$ cat src/rtl/uint16_ram_mover.sv
// FILL/COPY engine driving a 32-word synchronous RAM through a registered Moore interface.
// Optional running checksum of written words is enabled by defining CHECKSUM_EN.
module uint16_ram_mover (
   input  logic        clk,
   input  logic        rst,
   input  logic        start,
   input  logic        op,
   input  logic [15:0] src,
   input  logic [15:0] dst,
   input  logic [5:0]  length,
   input  logic [15:0] fill_value,
   output logic        busy,
   output logic        done,
   output logic [15:0] checksum,
   output logic [15:0] ram_address,
   output logic        ram_read,
   output logic        ram_write,
   output logic [15:0] ram_input_data,
   input  logic [15:0] ram_output_data
);

   typedef enum logic [2:0] {
      IDLE    = 3'd0,
      FILL_WR = 3'd1,
      CP_RD   = 3'd2,
      CP_CAP  = 3'd3,
      CP_WR   = 3'd4,
      DONE    = 3'd5
   } state_t;

   state_t      state_reg, state_next;
   logic [5:0]  i_reg, i_next;
   logic [5:0]  len_reg, len_next;
   logic [15:0] src_reg, src_next;
   logic [15:0] dst_reg, dst_next;
   logic [15:0] fill_reg, fill_next;
   logic [15:0] hold_reg, hold_next;

   logic        busy_reg, busy_next;
   logic        done_reg, done_next;
   logic [15:0] addr_reg, addr_next;
   logic        rd_reg, rd_next;
   logic        wr_reg, wr_next;
   logic [15:0] wdata_reg, wdata_next;

   logic [5:0]  len_clamped;
   logic [5:0]  i_inc;
   logic [15:0] i_ext;

   assign len_clamped = (length > 6'd32) ? 6'd32 : length;
   assign i_inc       = i_reg + 6'd1;
   assign i_ext       = {10'd0, i_next};

   always_comb begin
      state_next = state_reg;
      i_next     = i_reg;
      len_next   = len_reg;
      src_next   = src_reg;
      dst_next   = dst_reg;
      fill_next  = fill_reg;
      hold_next  = hold_reg;
      case (state_reg)
         IDLE: begin
            if (start) begin
               src_next  = src;
               dst_next  = dst;
               fill_next = fill_value;
               len_next  = len_clamped;
               i_next    = 6'd0;
               if (len_clamped == 6'd0)
                  state_next = DONE;
               else if (op)
                  state_next = CP_RD;
               else
                  state_next = FILL_WR;
            end
         end
         FILL_WR: begin
            i_next = i_inc;
            if (i_inc == len_reg)
               state_next = DONE;
         end
         CP_RD: begin
            state_next = CP_CAP;
         end
         CP_CAP: begin
            // read data is valid during this cycle, one cycle after the read strobe
            hold_next  = ram_output_data;
            state_next = CP_WR;
         end
         CP_WR: begin
            i_next     = i_inc;
            state_next = (i_inc == len_reg) ? DONE : CP_RD;
         end
         DONE: begin
            state_next = IDLE;
         end
         default: begin
            state_next = IDLE;
         end
      endcase
   end

   // Outputs are decoded from the next state so they appear registered alongside it.
   always_comb begin
      busy_next  = 1'b0;
      done_next  = 1'b0;
      addr_next  = 16'd0;
      rd_next    = 1'b0;
      wr_next    = 1'b0;
      wdata_next = 16'd0;
      case (state_next)
         FILL_WR: begin
            busy_next  = 1'b1;
            wr_next    = 1'b1;
            addr_next  = dst_next + i_ext;
            wdata_next = fill_next;
         end
         CP_RD: begin
            busy_next = 1'b1;
            rd_next   = 1'b1;
            addr_next = src_next + i_ext;
         end
         CP_CAP: begin
            busy_next = 1'b1;
         end
         CP_WR: begin
            busy_next  = 1'b1;
            wr_next    = 1'b1;
            addr_next  = dst_next + i_ext;
            wdata_next = hold_next;
         end
         DONE: begin
            done_next = 1'b1;
         end
         default: begin
            busy_next = 1'b0;
         end
      endcase
   end

   always_ff @(posedge clk) begin
      if (rst) begin
         state_reg <= IDLE;
         i_reg     <= 6'd0;
         len_reg   <= 6'd0;
         src_reg   <= 16'd0;
         dst_reg   <= 16'd0;
         fill_reg  <= 16'd0;
         hold_reg  <= 16'd0;
         busy_reg  <= 1'b0;
         done_reg  <= 1'b0;
         addr_reg  <= 16'd0;
         rd_reg    <= 1'b0;
         wr_reg    <= 1'b0;
         wdata_reg <= 16'd0;
      end else begin
         state_reg <= state_next;
         i_reg     <= i_next;
         len_reg   <= len_next;
         src_reg   <= src_next;
         dst_reg   <= dst_next;
         fill_reg  <= fill_next;
         hold_reg  <= hold_next;
         busy_reg  <= busy_next;
         done_reg  <= done_next;
         addr_reg  <= addr_next;
         rd_reg    <= rd_next;
         wr_reg    <= wr_next;
         wdata_reg <= wdata_next;
      end
   end

   assign busy           = busy_reg;
   assign done           = done_reg;
   assign ram_address    = addr_reg;
   assign ram_read       = rd_reg;
   assign ram_write      = wr_reg;
   assign ram_input_data = wdata_reg;

`ifdef CHECKSUM_EN
   logic [15:0] checksum_reg, checksum_next;

   // The word being written in FILL_WR/CP_WR is summed at that cycle's closing edge.
   always_comb begin
      checksum_next = checksum_reg;
      if (state_reg == IDLE && start)
         checksum_next = 16'd0;
      else if (state_reg == FILL_WR)
         checksum_next = checksum_reg + fill_reg;
      else if (state_reg == CP_WR)
         checksum_next = checksum_reg + hold_reg;
   end

   always_ff @(posedge clk) begin
      if (rst)
         checksum_reg <= 16'd0;
      else
         checksum_reg <= checksum_next;
   end

   assign checksum = checksum_reg;
`else
   assign checksum = 16'd0;
`endif

endmodule

$ cat config.mk
export PLATFORM = sky130hd
export DESIGN_NAME = uint16_ram_mover
export DESIGN_NICKNAME = d
export VERILOG_FILES = /design/src/rtl/uint16_ram_mover.sv
export SDC_FILE = /design/constraint.sdc
export NUM_CORES = 1
export LEC_CHECK = 0
export BUFFER_PORTS_ARGS = -buffer_cell sky130_fd_sc_hd__buf_4
export CAP_MARGIN = 20
export CORE_MARGIN = 10
export CORE_UTILIZATION = 35
export CTS_CLUSTER_DIAMETER = 120
export CTS_CLUSTER_SIZE = 28
export DETAILED_ROUTE_END_ITERATION = 12
export GPL_ROUTABILITY_DRIVEN = 0
export SYNTH_ARGS = -nofsm -noshare
export SYNTH_HDL_FRONTEND = slang
export SYNTH_SLANG_ARGS = --single-unit
$ cat constraint.sdc
create_clock -name clk -period 4.9 [get_ports clk]
set_input_delay 1.225 -clock clk [delete_from_list [all_inputs] [get_ports clk]]
set_output_delay 1.225 -clock clk [all_outputs]
set_load 0.01 [all_outputs]
==> flow_summary.ini <==
[route]
drt_iter0_drc = 304
routedWlPerCell_um = 15.60
drt-total-wl_um = 14250
first_pass_iters = 4
via_count = 4501
ant_nets = 0
vias_per_cell = 4.930
drc_errors = 0

[final_layout]
drive_gt1_frac = 0.2387
layout.cells.non_filler = 913
seq_area_mm2 = 0.002302
area_growth_syn_to_layout_pct = 30.87
nNetsFinal = 803
final_core_util = 0.4730
nFillCells = 1331
antennaDiodeCount = 0
multi_input_area_mm2 = 0.002529

[pwr]
swShare = 0.3314
comb_power_share = 0.332
clkPwrFrac = 0.338
leakage_nw = 2.776
p_switching_mw = 1.165
vdd.ir_drop.worst_uv = 274.5
p_int_mw = 2.350
power.density_mw_per_mm2 = 529.3
finalPower_mw = 3.516
power_frac_seq = 0.330

[timing]
grt_setup_unrepaired = false
fin_crit_ns = 4.603
finalWorstSetupSlack_ns = 0.2975
setup_viol = 0
hold_viol = 0
slew_headroom = 0.4429
tightest_slew_ns = 0.8286
max_freq_mhz = 217.3
final.period_utilization = 0.9393
fin_skew_ns = 0.007359
report.final.slew_viol_count = 0

[synthesis]
avgSynthCellArea_um2 = 8.333
synthAdderAreaFrac = 0.02120
netlist_instances = 609
synth-xor-area-share = 0.03624
muxShareOfSynthArea = 0.03550
yosysWarnings = 0
synth_compound_area_frac = 0.1689
syn_area_mm2 = 0.005075
synth_top_family_by_area = simple AND/OR/NAND/NOR gates
synth_ff_type = dfxtp_1
post_synth_num_cell_types = 61
seq_area_frac_synth = 0.4536
synth_edf_count = 0
synthSimpleGateAreaFrac = 0.2224
synth-async-reset-ratio = 0
ys_seq_elements = 115

[placement]
dp_cells = 882
hpwlAfterDp_um = 10450
io_buffers = 109
place_ws_ns = -0.05509

[clocking]
cts_buffers = 17
clk_latency_ns = 0.41
clk_path_buf_depth = 2
cts_hold_buf = 0
clk_pin_slew_ns = 0.05
h-tree-depth = 4
cts_setup_buffers = 0
cts_tree = built
post_cts_resized = 0
cts_root_buffer = clkbuf_16
clock-sinks = 115

[job]
drv_cap = 0

[critical_path]
startpoint_type = input port
cp_top_family = compound AO/OA/AOI/OAI gates
critPathMaxFanout = 9
crit_path_max_incr_delay_ns = 0.46
arrival_ns = 4.89
path_cells = buf_4 -> or4b_4 -> a211oi_1 -> nor2_1 -> a31oi_2 -> o31ai_2 -> buf_4 -> nand2_1 -> and3_1 -> a31oi_1 -> ha_1 -> fa_1 -> a21oi_1 -> nor2_1 -> nor2_1 -> o21bai_1 -> a21oi_1 -> nor3b_2 -> nand3b_1 -> mux2_1
cp-end-kind = register
crit_slowest_cell = or4b_4
path_common_cell = nor2_1
crit_required_ns = 5.19
cp_num_buf_inv = 2
worstSetupPathType = input port to register

[die]
die_area_mm2 = 0.01972
start_util = 0.3614
row_count = 43
core-area_mm2 = 0.01404
die_w_um = 140.4
pin_count = 126
die_y_um = 140.4

[global_routing]
antenna_found_initial = 0
grt_usage = 0.1428
grt_pass1_wl_um = 22750
overflow = 0
grt_pass1_vias = 4526
grt_max_degree = 76

[status]
status = finished clean

[min_path]
holdCritPathClass = register to register
## cell usage in the layout (no fill, tap or decap), types with 2 or more instances in the layout
cell,n
nand2_1,155
buf_4,130
dfxtp_1,115
a21oi_1,75
nor2_1,39
clkbuf_16,17
xnor2_1,16
a22o_1,16
conb_1,16
mux2i_1,12
inv_1,10
and2_1,9
o21ai_0,8
and3_1,7
a31oi_1,7
nand3b_1,7
ha_1,7
nand3_1,6
nor2b_1,6
nand2b_1,5
xor2_1,5
nor3_1,4
clkinvlp_4,4
clkbuf_1,4
a21o_1,3
o31ai_1,3
a221o_1,3
o21bai_1,3
a211oi_1,2
nor3_2,2
bufinv_16,2
clkbuf_8,2
## path summary, 6_finish.rpt
check	startpoint	end	slack, ns	cells past startpoint
max	start	ram_address[12]	0.30	20
min	dst_reg[10]	dst_reg[10]	0.45	2
max reg2reg	state_reg[2]	ram_address[12]	0.64	19
min reg2reg	dst_reg[10]	dst_reg[10]	0.45	2
## power groups by stage
stage               Clock, mW  Sequential [mW]  Combinational (mW)
floorplan                   0             1.18               0.759
global placement            0             1.17                1.16
detailed placement          0             1.18                1.17
CTS                      1.21             1.16                1.18
global route             1.24             1.17                1.30
finish                   1.19             1.16                1.17
## layer usage
layer | track usage | vias to the layer above | share of wire
met4 | 0.06196 | 0 | 0.019
met3 | 0.04598 | 21 | 0.066
met5 | 0 | - | 0
met2 | 0.2296 | 140 | 0.48
li1 | - | 2245 | -
met1 | 0.1703 | 2095 | 0.43
## worst register-to-register path: stages (launching register included)
cell and delay (ns):
dfxtp_1 0.42, or4b_4 0.59, a211oi_1 0.26, nor2_1 0.09, a31oi_2 0.35, o31ai_2 0.11
buf_4 0.22, nand2_1 0.07, and3_1 0.15, a31oi_1 0.05, ha_1 0.25, fa_1 0.39
a21oi_1 0.14, nor2_1 0.05, nor2_1 0.14, o21bai_1 0.08, a21oi_1 0.24, nor3b_2 0.11
nand3b_1 0.11, mux2_1 0.33
## cell usage after synthesis, drive strengths merged (2+ instances only)
master / n / share of area
a211oi: 2 / 0.0030
a21o: 3 / 0.0044
a21oi: 75 / 0.074
a221o: 3 / 0.0059
a22o: 16 / 0.028
a31oi: 9 / 0.015
and2: 9 / 0.011
and3: 7 / 0.0086
buf: 28 / 0.036
clkbuf: 24 / 0.018
dfxtp: 115 / 0.45
ha: 7 / 0.017
inv: 10 / 0.0074
mux2: 3 / 0.0074
mux2i: 12 / 0.024
nand2: 156 / 0.12
nand2b: 5 / 0.0062
nand3: 7 / 0.0079
nand3b: 7 / 0.010
nor2: 39 / 0.029
nor2b: 6 / 0.0074
nor3: 6 / 0.0069
nor3b: 2 / 0.0039
nor4b: 2 / 0.0035
o21ai: 9 / 0.0089
o21bai: 3 / 0.0044
o22ai: 2 / 0.0037
o31ai: 4 / 0.0069
xnor2: 16 / 0.028
xor2: 5 / 0.0086
## cells by family (layout without fill, tap and decap cells)
group / count (synthesis) / in the layout
and+or+nand+nor: 253 / 253
buffers and inverters: 62 / 171
adders and majority gates: 8 / 8
DFF: 115 / 115
xor gates and xnor gates: 21 / 21
AOI/OAI and AO/OA: 133 / 133
muxes: 16 / 16
other: 1 / 16
## area by class of cell
type / count / area share
Sequential cell: 115 / 0.3466
Inverter: 10 / 0.005652
Clock buffer: 23 / 0.07046
Timing Repair Buffer: 130 / 0.1469
Tap cell: 180 / 0.03391
Clock inverter: 8 / 0.01564
Multi-Input combinational cell: 447 / 0.3807
## metrics by stage
step           area [um^2]  hold WS, ns  TNS (ns)
3_5_place_dp          6070       0.4447  -0.07850
6_report              6641       0.4503         0
4_1_cts               6641       0.4518         0
3_3_place_gp          6070       0.4382         0
2_1_floorplan         5132       0.4332         0
5_1_grt               6641       0.4702         0
No activity file was read; power rests on OpenSTA's default activity.
